<file path="src/rtl/mem_stage_lsu.sv">
// MEM pipeline stage: MEM/WB register plus a load/store unit on a req/ack data bus.
// Handles byte/half/word accesses, alignment checking and an optional bus timeout.
//
// state | meaning
// IDLE  | ready for a new entry; NONE and misaligned entries retire in 1 cycle
// BUSY  | bus access outstanding, bus_req_o held until ack or timeout
module mem_stage_lsu #(
    parameter int ADDR_W      = 32,
    parameter int REG_AW      = 5,
    parameter int TIMEOUT_CYC = 255
) (
    input  logic              clk,
    input  logic              rst,
    input  logic              in_valid_i,
    output logic              in_ready_o,
    input  logic [3:0]        mem_op_i,
    input  logic [ADDR_W-1:0] mem_addr_i,
    input  logic [31:0]       mem_wdata_i,
    input  logic              wreg_write_i,
    input  logic [REG_AW-1:0] wreg_addr_i,
    input  logic [31:0]       wreg_data_i,
    input  logic              whilo_i,
    input  logic [31:0]       hi_i,
    input  logic [31:0]       lo_i,
    output logic              bus_req_o,
    output logic              bus_we_o,
    output logic [3:0]        bus_be_o,
    output logic [ADDR_W-1:0] bus_addr_o,
    output logic [31:0]       bus_wdata_o,
    input  logic              bus_ack_i,
    input  logic [31:0]       bus_rdata_i,
    output logic              wb_valid_o,
    output logic              wreg_write_o,
    output logic [REG_AW-1:0] wreg_addr_o,
    output logic [31:0]       wreg_data_o,
    output logic              whilo_o,
    output logic [31:0]       hi_o,
    output logic [31:0]       lo_o,
    output logic              align_err_o,
    output logic              bus_err_o
);

    localparam logic [3:0] OP_LB  = 4'd1;
    localparam logic [3:0] OP_LBU = 4'd2;
    localparam logic [3:0] OP_LH  = 4'd3;
    localparam logic [3:0] OP_LHU = 4'd4;
    localparam logic [3:0] OP_LW  = 4'd5;
    localparam logic [3:0] OP_SB  = 4'd6;
    localparam logic [3:0] OP_SH  = 4'd7;
    localparam logic [3:0] OP_SW  = 4'd8;

    localparam int CNT_W = (TIMEOUT_CYC > 2) ? $clog2(TIMEOUT_CYC) : 1;
    localparam logic [CNT_W-1:0] TO_LAST = CNT_W'((TIMEOUT_CYC > 0) ? TIMEOUT_CYC - 1 : 0);
    localparam logic TO_EN = (TIMEOUT_CYC > 0);

    typedef enum logic {S_IDLE, S_BUSY} state_t;

    state_t            r_state;
    state_t            w_state_nxt;
    logic [CNT_W-1:0]  r_cnt;

    logic [3:0]        r_op;
    logic [1:0]        r_lane;
    logic              r_is_load;
    logic              r_wreg_write;
    logic [REG_AW-1:0] r_wreg_addr;
    logic [31:0]       r_wreg_data;
    logic              r_whilo;
    logic [31:0]       r_hi;
    logic [31:0]       r_lo;

    logic              w_accept;
    logic              w_is_load;
    logic              w_is_store;
    logic              w_is_byte;
    logic              w_is_half;
    logic              w_is_word;
    logic              w_misaligned;
    logic              w_start;
    logic              w_ack;
    logic              w_timeout;
    logic [3:0]        w_be;
    logic [31:0]       w_wdata;
    logic [7:0]        w_byte;
    logic [15:0]       w_half;
    logic [31:0]       w_load;

    assign in_ready_o = (r_state == S_IDLE);
    assign bus_req_o  = (r_state == S_BUSY);
    assign w_accept   = in_valid_i && in_ready_o;

    always_comb begin
        w_is_load  = 1'b0;
        w_is_store = 1'b0;
        w_is_byte  = 1'b0;
        w_is_half  = 1'b0;
        w_is_word  = 1'b0;
        case (mem_op_i)
            OP_LB, OP_LBU: begin w_is_load  = 1'b1; w_is_byte = 1'b1; end
            OP_LH, OP_LHU: begin w_is_load  = 1'b1; w_is_half = 1'b1; end
            OP_LW:         begin w_is_load  = 1'b1; w_is_word = 1'b1; end
            OP_SB:         begin w_is_store = 1'b1; w_is_byte = 1'b1; end
            OP_SH:         begin w_is_store = 1'b1; w_is_half = 1'b1; end
            OP_SW:         begin w_is_store = 1'b1; w_is_word = 1'b1; end
            default:       ;
        endcase
    end

    assign w_misaligned = (w_is_half && mem_addr_i[0]) ||
                          (w_is_word && (mem_addr_i[1:0] != 2'b00));
    assign w_start   = w_accept && (w_is_load || w_is_store) && !w_misaligned;
    assign w_ack     = (r_state == S_BUSY) && bus_ack_i;
    // An ack in the final timeout cycle takes priority over the error.
    assign w_timeout = TO_EN && (r_state == S_BUSY) && !bus_ack_i && (r_cnt == TO_LAST);

    always_comb begin
        w_be    = 4'b1111;
        w_wdata = mem_wdata_i;
        if (w_is_byte) begin
            w_be    = 4'b0001 << mem_addr_i[1:0];
            w_wdata = {4{mem_wdata_i[7:0]}};
        end else if (w_is_half) begin
            w_be    = 4'b0011 << mem_addr_i[1:0];
            w_wdata = {2{mem_wdata_i[15:0]}};
        end
    end

    always_comb begin
        w_byte = bus_rdata_i[7:0];
        case (r_lane)
            2'd1:    w_byte = bus_rdata_i[15:8];
            2'd2:    w_byte = bus_rdata_i[23:16];
            2'd3:    w_byte = bus_rdata_i[31:24];
            default: w_byte = bus_rdata_i[7:0];
        endcase
        w_half = r_lane[1] ? bus_rdata_i[31:16] : bus_rdata_i[15:0];
        case (r_op)
            OP_LB:   w_load = {{24{w_byte[7]}}, w_byte};
            OP_LBU:  w_load = {24'd0, w_byte};
            OP_LH:   w_load = {{16{w_half[15]}}, w_half};
            OP_LHU:  w_load = {16'd0, w_half};
            default: w_load = bus_rdata_i;
        endcase
    end

    always_comb begin
        w_state_nxt = r_state;
        case (r_state)
            S_IDLE:  if (w_start) w_state_nxt = S_BUSY;
            S_BUSY:  if (w_ack || w_timeout) w_state_nxt = S_IDLE;
            default: w_state_nxt = S_IDLE;
        endcase
    end

    always_ff @(posedge clk) begin
        if (rst) r_state <= S_IDLE;
        else     r_state <= w_state_nxt;
    end

    always_ff @(posedge clk) begin
        if (rst) begin
            r_cnt        <= '0;
            r_op         <= 4'd0;
            r_lane       <= 2'd0;
            r_is_load    <= 1'b0;
            r_wreg_write <= 1'b0;
            r_wreg_addr  <= '0;
            r_wreg_data  <= 32'd0;
            r_whilo      <= 1'b0;
            r_hi         <= 32'd0;
            r_lo         <= 32'd0;
            bus_we_o     <= 1'b0;
            bus_be_o     <= 4'd0;
            bus_addr_o   <= '0;
            bus_wdata_o  <= 32'd0;
            wb_valid_o   <= 1'b0;
            wreg_write_o <= 1'b0;
            wreg_addr_o  <= '0;
            wreg_data_o  <= 32'd0;
            whilo_o      <= 1'b0;
            hi_o         <= 32'd0;
            lo_o         <= 32'd0;
            align_err_o  <= 1'b0;
            bus_err_o    <= 1'b0;
        end else begin
            wb_valid_o   <= 1'b0;
            wreg_write_o <= 1'b0;
            whilo_o      <= 1'b0;
            align_err_o  <= 1'b0;
            bus_err_o    <= 1'b0;

            if ((r_state == S_BUSY) && !bus_ack_i) r_cnt <= r_cnt + 1'b1;

            if (w_accept) begin
                if (!(w_is_load || w_is_store)) begin
                    wb_valid_o   <= 1'b1;
                    wreg_write_o <= wreg_write_i;
                    wreg_addr_o  <= wreg_addr_i;
                    wreg_data_o  <= wreg_data_i;
                    whilo_o      <= whilo_i;
                    hi_o         <= hi_i;
                    lo_o         <= lo_i;
                end else if (w_misaligned) begin
                    wb_valid_o  <= 1'b1;
                    align_err_o <= 1'b1;
                end else begin
                    r_cnt        <= '0;
                    r_op         <= mem_op_i;
                    r_lane       <= mem_addr_i[1:0];
                    r_is_load    <= w_is_load;
                    r_wreg_write <= wreg_write_i;
                    r_wreg_addr  <= wreg_addr_i;
                    r_wreg_data  <= wreg_data_i;
                    r_whilo      <= whilo_i;
                    r_hi         <= hi_i;
                    r_lo         <= lo_i;
                    bus_we_o     <= w_is_store;
                    bus_be_o     <= w_be;
                    bus_addr_o   <= {mem_addr_i[ADDR_W-1:2], 2'b00};
                    bus_wdata_o  <= w_wdata;
                end
            end

            if (w_ack) begin
                wb_valid_o   <= 1'b1;
                wreg_write_o <= r_wreg_write;
                wreg_addr_o  <= r_wreg_addr;
                wreg_data_o  <= r_is_load ? w_load : r_wreg_data;
                whilo_o      <= r_whilo;
                hi_o         <= r_hi;
                lo_o         <= r_lo;
            end else if (w_timeout) begin
                wb_valid_o <= 1'b1;
                bus_err_o  <= 1'b1;
            end
        end
    end

endmodule

</file>
<file path="config.mk">
export PLATFORM = sky130hd
export DESIGN_NAME = mem_stage_lsu
export DESIGN_NICKNAME = d
export VERILOG_FILES = /design/src/rtl/mem_stage_lsu.sv
export SDC_FILE = /design/constraint.sdc
export NUM_CORES = 1
export LEC_CHECK = 0
export CORE_MARGIN = 2
export CORE_UTILIZATION = 40
export CTS_CLUSTER_DIAMETER = 50
export DETAILED_ROUTE_END_ITERATION = 10
export GPL_TIMING_DRIVEN = 0
export PLACE_DENSITY = 0.72
export SYNTH_ARGS = -nofsm -noshare
export SYNTH_HDL_FRONTEND = slang
export SYNTH_SLANG_ARGS = --single-unit
</file>
<file path="constraint.sdc">
create_clock -name clk -period 1.9 [get_ports clk]
set_input_delay 0.38 -clock clk [delete_from_list [all_inputs] [get_ports clk]]
set_output_delay 0.38 -clock clk [all_outputs]
set_load 0.02 [all_outputs]
</file>
==> impl_metrics.env, run 1 <==
export IMPL_status="complete, no violations"
export IMPL_grt_pass1_wl_um=73900
export IMPL_nets=2236
export IMPL_worstPathArrival_ps=1510
export IMPL_reg2reg_slack_ps=50
export IMPL_hpwlAfterDp_um=35200
export IMPL_reg2reg_depth=5
export IMPL_ys_flop_type="dfxtp_1"
export IMPL_r2r_start="r_lane[1]$_SDFFE_PP0P_"
export IMPL_seq_area_um2=5850
export IMPL_drt_iter0_markers=943
export IMPL_overflow=0
export IMPL_syn_instance_count=1592
export IMPL_worstPathBufferInverterCount=1
export IMPL_die_area_um2=32600
export IMPL_worstSkewPairLatency_ps=520
export IMPL_relSlewSlack=0.398
export IMPL_multiInputGateArea_um2=6280
export IMPL_vias=13500
export IMPL_clock_fmax_mhz=528
export IMPL_whs_path_depth=3
export IMPL_synth_common_cells="nand2_1 (481), dfxtp_1 (292), a21oi_1 (207)"
export IMPL_fin_area_um2=18900
export IMPL_finalCritPeriodShare=0.997
export IMPL_hp_start="mem_op_i[0]"
export IMPL_power_density_nw_per_um2=902
export IMPL_ys_seq_area_frac=0.469
export IMPL_synth_edf_count=0
export IMPL_area_growth_pct=51.7
export IMPL_ys_ff_latch=292
export IMPL_p_leak_nw=7.96
export IMPL_synthesis_area_um2=12500
export IMPL_core_um2=30700
export IMPL_clk_transition_reported_paths_ps=60
export IMPL_cts_made_buffers=37
export IMPL_setup_viol=0
export IMPL_path_delay_family="buffers and inverters"
export IMPL_min_to="r_op[0]$_SDFFE_PP0P_"
export IMPL_ctsHoldBuffers=0
export IMPL_slowest_stage="clkdlybuf4s50_1"
export IMPL_place_area_um2=16900
export IMPL_finalClockSkew_ps=14.0
export IMPL_grt_use_total=0.284
export IMPL_cts_tree="built"
export IMPL_worstPathMaxFanout=2
export IMPL_synthTopCellsByArea="dfxtp_1 (47%), nand2_1 (14%), a21oi_1 (8.3%)"
export IMPL_hold_viol_final=0
export IMPL_grt_max_degree=13
export IMPL_clockRootBuffer="clkbuf_16"
export IMPL_synth_area_per_cell_um2=7.83
export IMPL_initial_core_util=0.407
export IMPL_avgViaCountPerCell=5.49
export IMPL_drt_first_pass_iters=5
export IMPL_async_flop_share=0
export IMPL_synth_most_common_cell="nand2_1"
export IMPL_die_h_um=181
export IMPL_maxSlewViolCount=0
export IMPL_ir_drop_uv=596
export IMPL_die_w_um=181
export IMPL_clkSinkCount=292
export IMPL_io_pins=384
export IMPL_fillCellCount=2682
export IMPL_grt_pass1_vias=13200
export IMPL_max_stage_delay_ps=670
export IMPL_drc=0
export IMPL_critPathKind="register to output pin"
export IMPL_setup_tns_ps=0
export IMPL_rows=64
export IMPL_antenna_found_initial=6
export IMPL_routed_wl_um=48500
export IMPL_drv_cap=0
export IMPL_htree_levels=2
export IMPL_critical_path_cell_chain="clkdlybuf4s50_1"
export IMPL_clock_tree_buffer_depth=3
export IMPL_fin_crit_ps=1890
export IMPL_synth_top_cell_by_area="dfxtp_1"
export IMPL_rsz0062_at_grt="yes"
export IMPL_synth_cell_type_count=59
export IMPL_start_kind="register"
export IMPL_ant_nets=0
export IMPL_min_path_type="input pin to register"
export IMPL_crit_path_end_kind="output pin"
export IMPL_worst_r2r_endpoint="wreg_data_o[7]$_SDFFE_PP0P_"
export IMPL_tightest_slew_ps=903
export IMPL_crit_required_ps=1520
export IMPL_finalWeightedCongestion=0.924
export IMPL_synth_top_area_share=0.469
export IMPL_wl_per_cell_um=19.8
export IMPL_drive_above_1_share=0.127
export IMPL_synth_warnings=0
export IMPL_port_buffers=379
==> cell type report <==
type | count | area share
Clock inverter | 13 | 0.00727
Antenna cell | 5 | 0.000661
Sequential cell | 292 | 0.309
Tap cell | 396 | 0.0262
Clock buffer | 55 | 0.0574
Timing Repair Buffer | 399 | 0.218
Inverter | 12 | 0.00238
Buffer | 132 | 0.0472
Multi-Input combinational cell | 1149 | 0.332
==> cells in the final DEF (no fill, tap or decap), drive strengths merged, types with 10 or more instances in the layout <==
| cell type | synthesis | routed |
|---|---|---|
| mux2i | 10 | 10 |
| dlygate4sd2 | 0 | 15 |
| nor2b | 17 | 17 |
| a211oi | 29 | 29 |
| o22ai | 28 | 28 |
| a311oi | 71 | 71 |
| dlymetal6s2s | 0 | 58 |
| a22oi | 16 | 16 |
| dfxtp | 292 | 292 |
| inv | 11 | 14 |
| nand2 | 481 | 481 |
| nor3 | 15 | 15 |
| mux2 | 14 | 14 |
| o21ai | 13 | 13 |
| clkbuf | 82 | 134 |
| buf | 58 | 74 |
| o221ai | 18 | 18 |
| clkdlybuf4s50 | 0 | 304 |
| nor2 | 134 | 134 |
| o211ai | 16 | 16 |
| a21oi | 208 | 208 |
==> worst max-delay path by stage <==
stage / startpoint / endpoint / slack, ps / cells past startpoint
5_1_grt: bus_req_o$_SDFF_PP0_ / bus_wdata_o[11]$_SDFFE_PP0P_ / -30 / 7
2_1_floorplan: mem_op_i[0] / wreg_data_o[7]$_SDFFE_PP0P_ / -110 / 7
3_5_place_dp: rst / hi_o[27]$_SDFFE_PP0P_ / -1200 / 5
6_report: wreg_data_o[9]$_SDFFE_PP0P_ / wreg_data_o[9] / 5 / 1
4_1_cts: r_op[1]$_SDFFE_PP0P_ / wreg_data_o[13]$_SDFFE_PP0P_ / -20 / 7
3_3_place_gp: rst / hi_o[30]$_SDFFE_PP0P_ / -1220 / 5
==> per-stage QoR <==
| stage | utilization | setup WS, ps | hold WS, ps | instances | power, mW |
|---|---|---|---|---|---|
| 6_report | 0.617 | 5.16 | 137 | 2453 | 17.1 |
| 4_1_cts | 0.606 | -22.0 | 122 | 2448 | 17.1 |
| 5_1_grt | 0.617 | -26.8 | 147 | 2453 | 17.7 |
| 3_3_place_gp | 0.552 | -1220 | 440 | 2368 | 9.92 |
| 3_5_place_dp | 0.552 | -1200 | 443 | 2368 | 9.96 |
| 2_1_floorplan | - | -109 | 432 | 1593 | 8.41 |
==> cell families after synthesis <==
family | count (synthesis) | synth area share
and+or+nand+nor | 679 | 0.218
AOI/OAI and AO/OA | 428 | 0.223
other | 1 | 0.000301
xor gates and xnor gates | 9 | 0.00632
adders and majority gates | 6 | 0.00602
buffers and inverters | 152 | 0.0546
muxes | 25 | 0.0225
DFF | 292 | 0.469
==> what timing repair did <==
item / in CTS / in global routing
endpoints found under the setup margin: 306 / 282
gates cloned: 0 / 1
buffers inserted: 17 / 2
gates resized for setup: 120 / 135
pin swaps: 9 / 18
==> state kept, by name, summed over array words and instances (netlist names), 5 cells and up <==
| name | cells |
|---|---|
| wreg_addr_o | 5 |
| r_wreg_addr | 5 |
| hi_o | 32 |
| r_wreg_data | 32 |
| r_cnt | 8 |
| wreg_data_o | 32 |
| bus_wdata_o | 32 |
| r_hi | 32 |
| lo_o | 32 |
| bus_addr_o | 30 |
| r_lo | 32 |
==> metal layers <==
metal  GRT usage  wire, um  part of all wire
met5           0        12           0.00025
met4      0.0987      1740             0.036
met3      0.0717      4160             0.086
met2       0.484     22900              0.47
met1       0.350     19700              0.41
==> worst register-to-register path: cells and delay by family (launching register included) <==
family,cells,cell delay [ps]
AO/OA/AOI/OAI,3,270
flip-flops,1,350
AND/OR/NAND/NOR,1,570
multiplexers,1,550
==> power by group <==
part / total (mW) / leakage, nW / internal [mW] / switching (mW)
Clock: 7.04 / 0.592 / 4.26 / 2.78
Sequential: 6.76 / 2.39 / 6.52 / 0.234
Combinational: 3.27 / 4.98 / 1.49 / 1.78
Total: 17.1 / 7.96 / 12.3 / 4.79
Note: power is estimated with default switching activity, not from simulation.
==> run 2: changes to the inputs <==
--- a/config.mk
+++ b/config.mk
@@ -7,4 +7,6 @@
 export LEC_CHECK = 0
+export CELL_PAD_IN_SITES_DETAIL_PLACEMENT = 0
+export CELL_PAD_IN_SITES_GLOBAL_PLACEMENT = 1
 export CORE_MARGIN = 2
-export CORE_UTILIZATION = 40
+export CORE_UTILIZATION = 30
 export CTS_CLUSTER_DIAMETER = 50
@@ -12,3 +14,3 @@
 export GPL_TIMING_DRIVEN = 0
-export PLACE_DENSITY = 0.72
+export PLACE_DENSITY = 0.75
 export SYNTH_ARGS = -nofsm -noshare
==> constraint.sdc (replaced) <==
create_clock -name clk -period 1.9 [get_ports clk]
set_input_delay 0.475 -clock clk [delete_from_list [all_inputs] [get_ports clk]]
set_output_delay 0.475 -clock clk [all_outputs]
set_load 0.02 [all_outputs]
==> impl_metrics.env, run 2 (synthesized netlist as in run 1, its figures left out) <==
export IMPL_p_seq_frac=0.377
export IMPL_clockRootBuffer="clkbuf_16"
export IMPL_final_cell_mix="nand2_1 (479), dfxtp_1 (286), a21oi_1 (204)"
export IMPL_drt_first_pass_iters=5
export IMPL_whs_path_depth=3
export IMPL_r2r_start="r_is_load$_SDFFE_PP0P_"
export IMPL_avgViaCountPerCell=5.08
export IMPL_fillCellCount=4129
export IMPL_power_switching_mw=5.15
export IMPL_routed_wl_um=52600
export IMPL_clk_transition_reported_paths_ps=60
export IMPL_switching_share=0.287
export IMPL_reg2reg_depth=5
export IMPL_clock_tree_buffer_depth=3
export IMPL_wl_per_cell_um=20.1
export IMPL_die_w_um=208
export IMPL_drive_above_1_share=0.136
export IMPL_die_h_um=208
export IMPL_area_growth_pct=54.0
export IMPL_htree_levels=2
export IMPL_seq_area_um2=5860
export IMPL_fin_crit_ps=1880
export IMPL_cts_made_buffers=42
export IMPL_relSlewSlack=0.343
export IMPL_worstPathMaxFanout=4
export IMPL_drt_iter0_markers=710
export IMPL_finalClockSkew_ps=15.0
export IMPL_grt_use_total=0.235
export IMPL_ctsHoldBuffers=0
export IMPL_worst_r2r_endpoint="wreg_data_o[5]$_SDFFE_PP0P_"
export IMPL_crit_required_ps=2340
export IMPL_grt_pass1_vias=13400
export IMPL_io_pins=384
export IMPL_nets=2254
export IMPL_hold_viol_final=0
export IMPL_maxSlewViolCount=0
export IMPL_worstSkewPairLatency_ps=560
export IMPL_power_density_nw_per_um2=934
export IMPL_finalCritPeriodShare=0.987
export IMPL_setup_tns_ps=0
export IMPL_p_total_mw=17.9
export IMPL_hp_start="mem_op_i[0]"
export IMPL_multiInputGateArea_um2=6250
export IMPL_reg2reg_slack_ps=40
export IMPL_port_buffers=379
export IMPL_min_path_type="input pin to register"
export IMPL_rows=74
export IMPL_worstPathArrival_ps=2320
export IMPL_tightest_slew_ps=986
export IMPL_p_clk_frac=0.442
export IMPL_antenna_found_initial=5
export IMPL_mostFrequentLayoutCell="nand2_1"
export IMPL_core_um2=40900
export IMPL_grt_pass1_wl_um=79400
export IMPL_overflow=0
export IMPL_hpwlAfterDp_um=38300
export IMPL_finalWeightedCongestion=0.880
export IMPL_ant_nets=0
export IMPL_clock_fmax_mhz=533
export IMPL_ir_drop_uv=587
export IMPL_grt_max_degree=13
export IMPL_initial_core_util=0.305
export IMPL_hold_ws_ps=205
export IMPL_crit_path_end_kind="register"
export IMPL_start_kind="input pin"
export IMPL_final_util=0.469
export IMPL_die_area_um2=43200
export IMPL_clkSinkCount=292
export IMPL_critPathKind="input pin to register"
export IMPL_cts_tree="built"
export IMPL_setup_viol=0
export IMPL_drv_cap=0
export IMPL_vias=13300
export IMPL_drc=0
export IMPL_rsz0062_at_grt="yes"
export IMPL_p_leak_nw=7.89
export IMPL_internal_power_mw=12.8
export IMPL_status="complete, no violations"
export IMPL_min_to="r_op[0]$_SDFFE_PP0P_"
export IMPL_p_comb_frac=0.181
## run 2: metal layers
metal / up-vias / global-route usage / routed length, um
met5: - / 0 / 13
li1: 6403 / - / -
met4: 2 / 0.0685 / 1230
met1: 6241 / 0.287 / 21900
met3: 77 / 0.0840 / 4910
met2: 528 / 0.389 / 24500
## run 2: final cells by class
cell class	instances	share of cell area
Buffer	132	0.0540
Inverter	12	0.00235
Clock buffer	57	0.0636
Multi-Input combinational cell	1149	0.326
Antenna cell	3	0.000391
Tap cell	532	0.0347
Timing Repair Buffer	412	0.204
Sequential cell	292	0.305
Clock inverter	21	0.0105
## run 2: timing repair
action	in CTS	in global routing
endpoints found under the setup margin	466	114
pin swaps	12	14
gates cloned	3	1
resized for setup	303	49
buffers inserted	22	7
## run 2: power groups by stage
stage	registers, mW	logic [mW]	clock network [mW]
floorplan	7.15	1.31	0
global placement	6.86	3.19	0
detailed placement	6.87	3.20	0
CTS	6.74	3.19	8.11
global route	6.80	3.50	8.37
finish	6.75	3.25	7.92
## run 2: how the worst max path moves through the flow
stage                                 startpoint                           end  slack [ps]  depth (start not counted)
final                             bus_rdata_i[7]   wreg_data_o[7]$_SDFFE_PP0P_          20                          6
after global routing      r_lane[1]$_SDFFE_PP0P_   wreg_data_o[7]$_SDFFE_PP0P_         -10                          5
after CTS                   r_op[1]$_SDFFE_PP0P_  wreg_data_o[13]$_SDFFE_PP0P_           2                          7
after detailed placement                     rst      bus_be_o[3]$_SDFFE_PP0P_       -1450                          5
after global placement                       rst        r_lane[1]$_SDFFE_PP0P_       -1500                          5
after floorplan                      mem_op_i[0]   wreg_data_o[7]$_SDFFE_PP0P_        -200                          7
## run 2: critical path: stages
cell             delay [ps]
clkdlybuf4s50_1         460
mux4_2                  550
or4b_4                  560
o21ai_2                  70
a221o_1                 150
a31oi_1                  40
## run 2: through the flow
stage | worst slack [ps] | instances | cell area, um^2
floorplan | -204 | 1593 | 12800
CTS | 1.92 | 2602 | 19000
global placement | -1500 | 2504 | 17200
detailed placement | -1450 | 2504 | 17200
finish | 23.8 | 2610 | 19200
global route | -13.9 | 2610 | 19200
